$ cat src/rtl/wb_master_arbiter.sv
// Two-master, one-slave Wishbone arbiter with fixed or round-robin tie-break
// and a per-access watchdog that turns a hung slave into an error termination.
module wb_master_arbiter #(
    parameter int PRIORITY_MODE  = 0,
    parameter int TIMEOUT_CYCLES = 255
) (
    input  logic        clk,
    input  logic        rst,

    input  logic [31:0] m0_addr_i,
    input  logic [31:0] m0_data_i,
    input  logic        m0_we_i,
    input  logic [3:0]  m0_sel_i,
    input  logic        m0_stb_i,
    input  logic        m0_cyc_i,
    output logic [31:0] m0_data_o,
    output logic        m0_ack_o,
    output logic        m0_err_o,

    input  logic [31:0] m1_addr_i,
    input  logic [31:0] m1_data_i,
    input  logic        m1_we_i,
    input  logic [3:0]  m1_sel_i,
    input  logic        m1_stb_i,
    input  logic        m1_cyc_i,
    output logic [31:0] m1_data_o,
    output logic        m1_ack_o,
    output logic        m1_err_o,

    output logic [31:0] s_addr_o,
    output logic [31:0] s_data_o,
    output logic        s_we_o,
    output logic [3:0]  s_sel_o,
    output logic        s_stb_o,
    output logic        s_cyc_o,
    input  logic [31:0] s_data_i,
    input  logic        s_ack_i,

    output logic [1:0]  grant_o,
    output logic        timeout_o
);

    localparam int CW = (TIMEOUT_CYCLES > 0) ? $clog2(TIMEOUT_CYCLES + 1) : 1;
    localparam logic [CW-1:0] T_LIM = CW'(TIMEOUT_CYCLES);

    typedef enum logic [1:0] {IDLE, GNT0, GNT1} state_t;

    state_t        state, state_nxt;
    logic          last_grant, last_grant_nxt;
    logic [CW-1:0] wd_cnt, wd_cnt_nxt;
    logic [1:0]    grant_q;
    logic          m0_req, m1_req, sel_stb, fire;

    assign m0_req = m0_cyc_i & m0_stb_i;
    assign m1_req = m1_cyc_i & m1_stb_i;

    // last_grant: 0 = m0 served last, 1 = m1 served last
    always_comb begin
        state_nxt      = state;
        last_grant_nxt = last_grant;
        case (state)
            IDLE: begin
                if (m0_req && m1_req)
                    state_nxt = (PRIORITY_MODE == 1 && !last_grant) ? GNT1 : GNT0;
                else if (m0_req)
                    state_nxt = GNT0;
                else if (m1_req)
                    state_nxt = GNT1;
            end
            GNT0: begin
                if (!m0_cyc_i) begin
                    last_grant_nxt = 1'b0;
                    state_nxt      = m1_req ? GNT1 : IDLE;
                end
            end
            GNT1: begin
                if (!m1_cyc_i) begin
                    last_grant_nxt = 1'b1;
                    state_nxt      = m0_req ? GNT0 : IDLE;
                end
            end
            default: state_nxt = IDLE;
        endcase
    end

    // An ack in the same cycle as the limit wins, so fire requires no ack
    always_comb begin
        sel_stb = 1'b0;
        if (state == GNT0)
            sel_stb = m0_stb_i;
        else if (state == GNT1)
            sel_stb = m1_stb_i;
        fire = (TIMEOUT_CYCLES != 0) && sel_stb && !s_ack_i && (wd_cnt == T_LIM);
        if ((TIMEOUT_CYCLES == 0) || (state_nxt != state) || !sel_stb || s_ack_i || fire)
            wd_cnt_nxt = '0;
        else
            wd_cnt_nxt = wd_cnt + CW'(1);
    end

    always_comb begin
        s_addr_o  = '0;
        s_data_o  = '0;
        s_we_o    = 1'b0;
        s_sel_o   = '0;
        s_stb_o   = 1'b0;
        s_cyc_o   = 1'b0;
        m0_data_o = '0;
        m0_ack_o  = 1'b0;
        m0_err_o  = 1'b0;
        m1_data_o = '0;
        m1_ack_o  = 1'b0;
        m1_err_o  = 1'b0;
        timeout_o = fire;
        case (state)
            GNT0: begin
                s_addr_o  = m0_addr_i;
                s_data_o  = m0_data_i;
                s_we_o    = m0_we_i;
                s_sel_o   = m0_sel_i;
                s_stb_o   = m0_stb_i & ~fire;
                s_cyc_o   = m0_cyc_i & ~fire;
                m0_data_o = s_data_i;
                m0_ack_o  = s_ack_i & m0_stb_i & ~fire;
                m0_err_o  = fire;
            end
            GNT1: begin
                s_addr_o  = m1_addr_i;
                s_data_o  = m1_data_i;
                s_we_o    = m1_we_i;
                s_sel_o   = m1_sel_i;
                s_stb_o   = m1_stb_i & ~fire;
                s_cyc_o   = m1_cyc_i & ~fire;
                m1_data_o = s_data_i;
                m1_ack_o  = s_ack_i & m1_stb_i & ~fire;
                m1_err_o  = fire;
            end
            default: ;
        endcase
    end

    assign grant_o = grant_q;

    // Reset leaves last_grant on m1 so the first round-robin tie goes to m0
    always_ff @(posedge clk or negedge rst) begin
        if (!rst) begin
            state      <= IDLE;
            last_grant <= 1'b1;
            wd_cnt     <= '0;
            grant_q    <= 2'b00;
        end else begin
            state      <= state_nxt;
            last_grant <= last_grant_nxt;
            wd_cnt     <= wd_cnt_nxt;
            grant_q    <= {state_nxt == GNT1, state_nxt == GNT0};
        end
    end

endmodule

$ cat config.mk
export PLATFORM = sky130hd
export DESIGN_NAME = wb_master_arbiter
export DESIGN_NICKNAME = d
export VERILOG_FILES = /design/src/rtl/wb_master_arbiter.sv
export SDC_FILE = /design/constraint.sdc
export NUM_CORES = 1
export LEC_CHECK = 0
export BUFFER_PORTS_ARGS = -buffer_cell sky130_fd_sc_hd__clkbuf_2
export CORE_AREA = 10 10 116 118
export DETAILED_ROUTE_END_ITERATION = 8
export DIE_AREA = 0 0 126 128
export PLACE_DENSITY = 0.58
export SLEW_MARGIN = 30
export SYNTH_ARGS = -nofsm -noshare
export SYNTH_HDL_FRONTEND = slang
export SYNTH_SLANG_ARGS = --single-unit
$ cat constraint.sdc
create_clock -name clk -period 6.8 [get_ports clk]
set_input_delay 2.04 -clock clk [delete_from_list [all_inputs] [get_ports clk]]
set_output_delay 2.04 -clock clk [all_outputs]
set_load 0.05 [all_outputs]
==> results of run 1 <==
[critical path, stage by stage]
cell,delay [ps]
clkbuf_2,190
nand3b_4,100
a21oi_1,240
and2_1,210
and3b_1,190
clkbuf_2,230
[metal layers]
metal / vias to the layer above / part of all wire (%)
met5: - / 0
met4: 0 / 1.1
met3: 12 / 7.8
met2: 156 / 56
met1: 1678 / 36
li1: 1747 / -
[per-stage QoR]
stage | cells | instance area (um^2) | util (%) | setup WS, ps
finish | 761 | 4190 | 37.3 | 1550
global route | 761 | 4190 | 37.3 | 1450
CTS | 760 | 4150 | 37.0 | 1510
detailed placement | 756 | 4060 | 36.2 | 1520
global placement | 756 | 4060 | 36.2 | 1550
floorplan | 324 | 2390 | - | 1010
[area by class of cell]
class                           count  area, um^2
Tap cell                          143         179
Multi-Input combinational cell    276        1970
Timing Repair Buffer              321        1630
Inverter                            5        18.8
Sequential cell                    12         300
Fill cell                        1189        7030
Clock buffer                        4        88.8
[sequential cells by signal, indices dropped and copies added, names as in the netlist]
register and cells:
grant_o 2, state 2, wd_cnt 8
[cells in the final DEF, fill, tap and decap left out, types with 2 or more instances in the layout]
cell type,Yosys,layout
nand2_1,6,6
dfrtp_1,12,12
a21oi_1,2,2
nor2b_1,70,70
nor4_1,6,6
clkbuf_2,0,318
nand3_1,7,7
buf_4,2,2
and3_1,5,5
ha_1,5,2
xnor2_1,4,4
nor2_1,5,5
ha_4,0,2
inv_1,5,5
a22oi_1,69,69
xor2_1,2,2
and2_1,67,67
nand4b_1,2,2
clkbuf_16,0,3
[path summary, 6_finish.rpt]
check | startpoint | endpoint | slack [ps] | cells after the start
setup / recovery | m1_stb_i | s_cyc_o | 1550 | 6
hold / removal | wd_cnt[0]$_DFF_PN0_ | wd_cnt[0]$_DFF_PN0_ | 520 | 1
setup reg to reg | state[1]$_DFF_PN0_ | wd_cnt[6]$_DFF_PN0_ | 4040 | 7
hold reg to reg | wd_cnt[0]$_DFF_PN0_ | wd_cnt[0]$_DFF_PN0_ | 520 | 1
max in group asynchronous | rst | wd_cnt[0]$_DFF_PN0_ | 4900 | 1
min in group asynchronous | rst | grant_o[0]$_DFF_PN0_ | 1680 | 1
[power groups by stage]
stage | Combinational (mW) | Clock (mW) | Sequential, mW
2_1_floorplan | 1.53 | 0 | 0.115
3_3_place_gp | 1.97 | 0 | 0.103
3_5_place_dp | 1.98 | 0 | 0.103
4_1_cts | 1.98 | 0.122 | 0.102
5_1_grt | 2.11 | 0.127 | 0.105
6_report | 1.99 | 0.119 | 0.103
[logic make-up (layout without fill, tap and decap cells)]
kind of cell / Yosys count / in the layout
mux: 1 / 1
flops: 12 / 12
fa+ha+maj: 5 / 5
simple gates: 179 / 179
compound gates: 85 / 85
xor+xnor: 6 / 6
buf+inv: 36 / 330
==> metrics.yaml, run 1 <==
status: "completed"
p_seq_share_pct: 4.7
setup_viol: 0
synthXorXnorAreaFrac_pct: 2.20
syn-num-nets: 506
ioPinCount: 319
switching_power_mw: 1.50
p_per_area_nw_per_um2: 528
p_leak_nw: 2.20
h-tree-depth: 1
port_buffers: 318
dieArea_um2: 16100
synth_top_family_by_area: "simple AND/OR/NAND/NOR gates"
yosys-top-cells-count: "70 x nor2b_1, 69 x a22oi_1, 67 x and2_1, 24 x clkbuf_1, 12 x dfrtp_1"
clkTransAtPathRegs_ps: 40
initial_core_util_pct: 21.3
async_flop_share_pct: 100
comb_power_share_pct: 90.0
drtPass1Iterations: 4
worstMarginPinSlew_ps: 693
startpoint_type: "input port"
yosys.area.top_type_share_pct: 21.7
synth_compound_area_share_pct: 28.2
drt-total-wl_um: 13900
synth.most_common_cell: "nor2b_1"
drtAntennaViolNets: 0
hold_viol: 0
yosys_warnings: 0
slew_headroom_pct: 53.8
syn_area_per_cell_um2: 7.37
post_drt_wl_per_cell_um: 18.3
synthAdderAreaFrac_pct: 2.62
synthSimpleGateAreaFrac_pct: 47.9
coreArea_um2: 11200
grt_pass1_vias: 3693
met1_usage_pct: 16.1
synth-seq-area-share_pct: 12.6
synth_cell_type_count: 45
post-route-min-period_ps: 5250
synthFlopType: "dfrtp_1"
cts_setup_buffers: 0
cts_tree: "done"
setup-tns-final_ps: 0
vias_per_cell: 4.72
drive_gt1_share_pct: 54.7
fmax_mhz: 191
finalMaxSlewViolations: 0
track_usage_pct: 15.3
dp_hpwl_um: 11800
die_w_um: 126
grt_antenna_before_repair: 0
drt_iter0_markers: 324
finalPower_mw: 2.21
final_nets: 801
arrival_ps: 3210
crit_type: "in -> out"
p_sw_share_pct: 67.6
yosys-top-cells-area: "a22oi_1 22%, nor2b_1 18%, and2_1 18%"
drc_errors: 0
diodes: 0
cp.required_ps: 4760
drv_cap: 0
hold_path_class: "reg -> reg"
grt_max_degree: 112
cts_resized: 0
synth_seq_cells: 12
clock-root-buffer: "clkbuf_16"
clock_path_buffers: 2
synth_mux_area_share_pct: 0.419
numCtsBuffers: 3
fin_skew_ps: 1.31
grt-busiest-layer: "met2"
synth_area_leader_cell: "a22oi_1"
grt_overflow_total: 0
row_count: 39
areaGrowthSynthToFinish_pct: 75.5
intPower_uw: 719
clock_power_share_pct: 5.4
gp_congestion: 0.872
hold_buffers: 0
fin_crit_sh_pct: 77.2
synth_area_um2: 2390
clock_sinks: 12
use_met3_pct: 4.67
vdd_drop_max_uv: 303
synth_edf_count: 0
crit_path_end_kind: "output pin"
clk-insertion-delay-late_ps: 240
syn_inst: 324
vias: 3593
met2_usage_pct: 29.2
rsz0062_at_grt: "no"
crit_fanout: 7
grt_pass1_wl_um: 20700
die_h_um: 128
whs_ps: 519
Note: power is estimated with default switching activity, not from simulation.
==> inputs of run 2 (changes only) <==
--- a/config.mk
+++ b/config.mk
@@ -6,10 +6,10 @@
 export NUM_CORES = 1
 export LEC_CHECK = 0
 export BUFFER_PORTS_ARGS = -buffer_cell sky130_fd_sc_hd__clkbuf_2
-export CORE_AREA = 10 10 116 118
+export CORE_AREA = 10 10 117 119
 export DETAILED_ROUTE_END_ITERATION = 8
-export DIE_AREA = 0 0 126 128
-export PLACE_DENSITY = 0.58
+export DIE_AREA = 0 0 127 129
+export PLACE_DENSITY = 0.59
 export SLEW_MARGIN = 30
 export SYNTH_ARGS = -nofsm -noshare
 export SYNTH_HDL_FRONTEND = slang
==> constraint.sdc (replaced) <==
create_clock -name clk -period 4.38 [get_ports clk]
set_input_delay 1.314 -clock clk [delete_from_list [all_inputs] [get_ports clk]]
set_output_delay 1.314 -clock clk [all_outputs]
set_load 0.05 [all_outputs]
==> metrics.yaml, run 2 (same netlist as run 1, synthesis figures left out) <==
crit_type: "reg -> out"
worstHoldStart: "wd_cnt[0]$_DFF_PN0_"
drv_cap: 0
grt_pass1_vias: 3721
crit_end: "s_data_o[31]"
grt_max_degree: 65
whs_ps: 533
diodes: 0
die_h_um: 129
registers.top_by_ff_count: "wd_cnt"
drt_iter0_markers: 249
crit_start: "state[0]$_DFF_PN0_"
h-tree-depth: 1
cts_resized: 0
intPower_mw: 1.09
drtPass1Iterations: 4
switching_power_mw: 2.32
fillCellCount: 1208
clkTransAtPathRegs_ps: 40
post_drt_wl_per_cell_um: 18.7
gp_congestion: 0.853
slew_headroom_pct: 53.6
arrival_ps: 2780
initial_core_util_pct: 21.1
p_sw_share_pct: 68.1
cts_setup_buffers: 0
clock_path_buffers: 2
dp_hpwl_um: 12200
path_cells: "inv_1 -> ha_4 -> buf_4 -> a22oi_1 -> nor2b_1 -> clkbuf_2"
vdd_drop_max_uv: 472
hold_path_class: "reg -> reg"
track_usage_pct: 15.2
drive_gt1_share_pct: 54.5
row_count: 39
port_buffers: 318
coreArea_um2: 11300
drt-total-wl_um: 14200
crit_path_end_kind: "output pin"
cp_num_cells: 6
hold_viol: 0
vias: 3604
areaGrowthSynthToFinish_pct: 74.4
hold_buffers: 0
met1_usage_pct: 16.4
cp.required_ps: 3070
r2r-end: "wd_cnt[4]$_DFF_PN0_"
vias_per_cell: 4.74
p_leak_nw: 2.20
setup_viol: 0
finalMaxSlewViolations: 0
fmax_mhz: 244
final_nets: 802
crit_fanout: 64
die_w_um: 127
clock_power_share_pct: 4.9
postLayoutCoreUtil_pct: 36.8
grt-busiest-layer: "met2"
final_common_cell: "clkbuf_2"
drc_errors: 0
clk-insertion-delay-late_ps: 240
grt_overflow_total: 0
worstMarginPinSlew_ps: 696
numCtsBuffers: 3
critPathBufInv: 3
p_seq_share_pct: 4.6
grt_antenna_before_repair: 0
max_stage_delay_ps: 640
cp_top_family: "buffers and inverters"
r2r_cells: 6
cts_tree: "done"
final_cell_mix: "318 x clkbuf_2, 70 x nor2b_1, 69 x a22oi_1, 67 x and2_1, 12 x dfrtp_1"
comb_power_share_pct: 90.5
fin_crit_sh_pct: 93.5
clock-root-buffer: "clkbuf_16"
r2r-start: "state[0]$_DFF_PN0_"
largest_register_ffs: 8
setup-tns-final_ps: 0
rsz0062_at_grt: "no"
grt_pass1_wl_um: 20700
clock_sinks: 12
fin_skew_ps: 2.73
drtAntennaViolNets: 0
dieArea_um2: 16400
ioPinCount: 319
met2_usage_pct: 28.8
p_per_area_nw_per_um2: 819
startpoint_type: "flip-flop"
use_met3_pct: 4.39
cpMaxStageDelayCell: "ha_4"
ff2ff_setup_slack_ps: 1810
post-route-min-period_ps: 4090
status: "completed"
[run 2: changes by cell type in the layout (fill, tap and decap cells not counted)]
cell / before / now
buf_12: 0 / 1
buf_16: 1 / 0
buf_4: 2 / 3
clkbuf_8: 1 / 0
ha_1: 2 / 3
ha_4: 2 / 1
[run 2: layout make-up]
type | count | area [um^2] | share of cell area (%)
inverter | 5 | 18.8 | 0.451
timing repair buffer | 322 | 1630 | 39.2
clock buffer | 3 | 75.1 | 1.80
multi-input combinational | 276 | 1960 | 47.0
tap | 143 | 179 | 4.30
sequential | 12 | 300 | 7.21
[run 2: routing by layer]
metal / up-vias / part of all wire (%)
met5: - / 0
met4: 0 / 1.1
met3: 17 / 7.5
met2: 163 / 55
met1: 1681 / 36
li1: 1743 / -
[run 2: worst min path at each step]
stage | slack (ps) | to | cells after the start
after CTS | 530 | wd_cnt[0]$_DFF_PN0_ | 1
after global placement | 520 | wd_cnt[0]$_DFF_PN0_ | 1
after floorplan | 490 | wd_cnt[0]$_DFF_PN0_ | 1
final | 530 | wd_cnt[0]$_DFF_PN0_ | 1
after global routing | 570 | wd_cnt[0]$_DFF_PN0_ | 1
after detailed placement | 520 | wd_cnt[0]$_DFF_PN0_ | 1
[run 2: per-stage QoR]
step	setup slack, ps	cell area, um^2	total power [mW]	instances
final	286	4160	3.41	761
after global routing	77.6	4160	3.60	761
after CTS	303	4160	3.44	761
after detailed placement	570	4090	3.27	758
after global placement	637	4090	3.24	758
after floorplan	39.3	2390	2.55	324
[run 2: power groups by stage]
stage / sequential [mW] / clock [mW] / combinational (mW)
CTS: 0.159 / 0.167 / 3.11
finish: 0.158 / 0.166 / 3.09
floorplan: 0.178 / 0 / 2.37
detailed placement: 0.160 / 0 / 3.11
global route: 0.162 / 0.169 / 3.27
global placement: 0.159 / 0 / 3.08
==> inputs of run 3 (changes only) <==
--- a/config.mk
+++ b/config.mk
@@ -5,11 +5,12 @@
 export SDC_FILE = /design/constraint.sdc
 export NUM_CORES = 1
 export LEC_CHECK = 0
+export ABC_AREA = 1
 export BUFFER_PORTS_ARGS = -buffer_cell sky130_fd_sc_hd__clkbuf_2
-export CORE_AREA = 10 10 117 119
+export CORE_AREA = 2 2 124 126
 export DETAILED_ROUTE_END_ITERATION = 8
-export DIE_AREA = 0 0 127 129
-export PLACE_DENSITY = 0.59
+export DIE_AREA = 0 0 126 128
+export PLACE_DENSITY = 0.47
 export SLEW_MARGIN = 30
 export SYNTH_ARGS = -nofsm -noshare
 export SYNTH_HDL_FRONTEND = slang
==> metrics.yaml, run 3 <==
cts_setup_buffers: 0
yosys_warnings: 0
clock_sinks: 12
setup_viol: 0
drtAntennaViolNets: 0
synth.most_common_cell: "nand2_1"
die_w_um: 126
finalPower_mw: 2.75
dp_hpwl_um: 9850
grt_max_degree: 70
dr.max_layer_used: "met4"
setup-tns-final_ps: 0
h-tree-depth: 1
status: "completed"
crit_top_cell: "nand2_2"
intPower_uw: 778
drc_errors: 0
synth_area_leader_cell: "nand2_1"
diodes: 0
worstMarginPinSlew_ps: 549
finalMaxSlewViolations: 0
post-route-min-period_ps: 3710
p_seq_share_pct: 5.3
port_buffers: 318
yosys.area.top_type_share_pct: 35.3
row_count: 45
clock_path_buffers: 2
dp_cells: 939
arrival_ps: 2400
fin_skew_ps: 5.18
hold_path_class: "reg -> reg"
slew_headroom_pct: 63.3
final_cell_mix: "318 x clkbuf_2, 218 x nand2_1, 74 x inv_1, 69 x a21oi_1, 12 x dfrtp_1"
largest_register_ffs: 8
vias: 3778
critPathBufInv: 3
synth_area_um2: 2320
initial_core_util_pct: 15.6
dieArea_um2: 16100
die_h_um: 128
finish.instance_area_um2: 4190
drt-total-wl_um: 11600
cp_top_family: "buffers and inverters"
p_sw_share_pct: 71.7
switching_power_mw: 1.97
syn_area_per_cell_um2: 5.05
grt_antenna_before_repair: 0
rsz0062_at_grt: "no"
crit_type: "reg -> out"
startpoint_type: "flip-flop"
path_cells: "inv_1 -> ha_4 -> nand2_2 -> o21ai_2 -> nand2_2 -> nor3_4 -> inv_2 -> nor2_1 -> clkbuf_2"
gp_congestion: 0.756
registers.top_by_ff_count: "wd_cnt"
clock-root-buffer: "clkbuf_16"
synth-seq-area-share_pct: 13.0
drt-met1-wl_um: 4530
wl_met3_um: 1030
numCtsBuffers: 3
synth_edf_count: 0
placed_area_um2: 4100
p_per_area_nw_per_um2: 657
clkTransAtPathRegs_ps: 50
hold_buffers: 0
async_flop_share_pct: 100
cpMaxStageDelayCell: "dfrtp_1"
cts_tree: "done"
max_stage_delay_ps: 480
drive_gt1_share_pct: 46.9
crit_fanout: 37
drt_iter0_markers: 126
drtPass1Iterations: 4
fin_crit_sh_pct: 84.7
syn-num-nets: 641
synth_seq_cells: 12
fin_cells: 943
final_nets: 938
syn_inst: 459
clock_power_share_pct: 6.8
synthFlopType: "dfrtp_1"
vias_per_cell: 4.01
ff2ff_setup_slack_ps: 2050
yosys-top-cells-area: "nand2_1 35%, a21oi_1 15%, dfrtp_1 13%"
coreArea_um2: 14900
p_leak_nw: 2.73
track_usage_pct: 12.8
crit_path_end_kind: "output pin"
yosys-top-cells-count: "218 x nand2_1, 74 x inv_1, 69 x a21oi_1, 17 x buf_2"
comb_power_share_pct: 88.0
clk-insertion-delay-late_ps: 240
post_drt_wl_per_cell_um: 12.3
fmax_mhz: 270
cts_resized: 0
fillCellCount: 1750
multi_input_area_um2: 1610
areaGrowthSynthToFinish_pct: 80.8
grt_pass1_wl_um: 17000
grt_overflow_total: 0
synth_cell_type_count: 24
ioPinCount: 319
vdd_drop_max_uv: 321
grt_pass1_vias: 3358
cp.required_ps: 3070
hold_viol: 0
wl_met2_um: 6000
regArea_um2: 300
drv_cap: 0
final_common_cell: "clkbuf_2"
postLayoutCoreUtil_pct: 28.2
run 3: cell types whose count changed after synthesis, moves of 8 or more:
cell,before,now
buf_2,2,17
a21oi_1,2,69
and2_1,67,0
nor2b_1,70,0
clkbuf_1,24,12
a22oi_1,69,0
nor3_2,0,8
nand2_1,6,218
inv_1,5,74
run 3: worst paths after layout:
kind,startpoint,to,cells after the start
min,wd_cnt[0]$_DFF_PN0_,wd_cnt[0]$_DFF_PN0_,1
max,state[0]$_DFF_PN0_,m1_err_o,9
max in group asynchronous,rst,wd_cnt[7]$_DFF_PN0_,1
min reg2reg,wd_cnt[0]$_DFF_PN0_,wd_cnt[0]$_DFF_PN0_,1
max reg2reg,state[0]$_DFF_PN0_,wd_cnt[7]$_DFF_PN0_,11
min in group asynchronous,rst,grant_o[0]$_DFF_PN0_,1
run 3: cell families after synthesis:
logic type               count (synthesis)  synth area share [%]
AO/OA/AOI/OAI                           72                  15.9
XOR/XNOR                                 6                  2.27
adder cells (fa/ha/maj)                  5                  2.70
buffers and inverters                  107                  18.6
flip-flops                              12                  13.0
AND/OR/NAND/NOR                        257                  47.5
run 3: metal layers:
layer / GRT usage [%] / vias to the layer above
li1: - / 1964
met1: 15.3 / 1610
met5: 0 / -
met3: 2.50 / 2
met4: 0.970 / 0
met2: 24.7 / 202
run 3: power groups by stage:
stage               clock network, mW  logic, mW  registers (mW)
floorplan                           0       1.81           0.160
global placement                    0       2.47           0.148
detailed placement                  0       2.45           0.147
CTS                             0.192       2.46           0.145
global route                    0.198       2.59           0.147
finish                          0.186       2.42           0.145
run 3: layout make-up:
type,count,area share (%)
clock buffers,4,2.12
well taps,188,5.62
multi-input cells,340,38.5
inverters,76,6.81
repair buffers,323,39.8
flip-flops and latches,12,7.17
run 3: metrics by stage:
| stage | setup slack (ps) | hold WS, ps |
|---|---|---|
| 5_1_grt | 458 | 493 |
| 6_report | 671 | 482 |
| 3_3_place_gp | 703 | 471 |
| 2_1_floorplan | 252 | 450 |
| 3_5_place_dp | 671 | 479 |
| 4_1_cts | 626 | 489 |
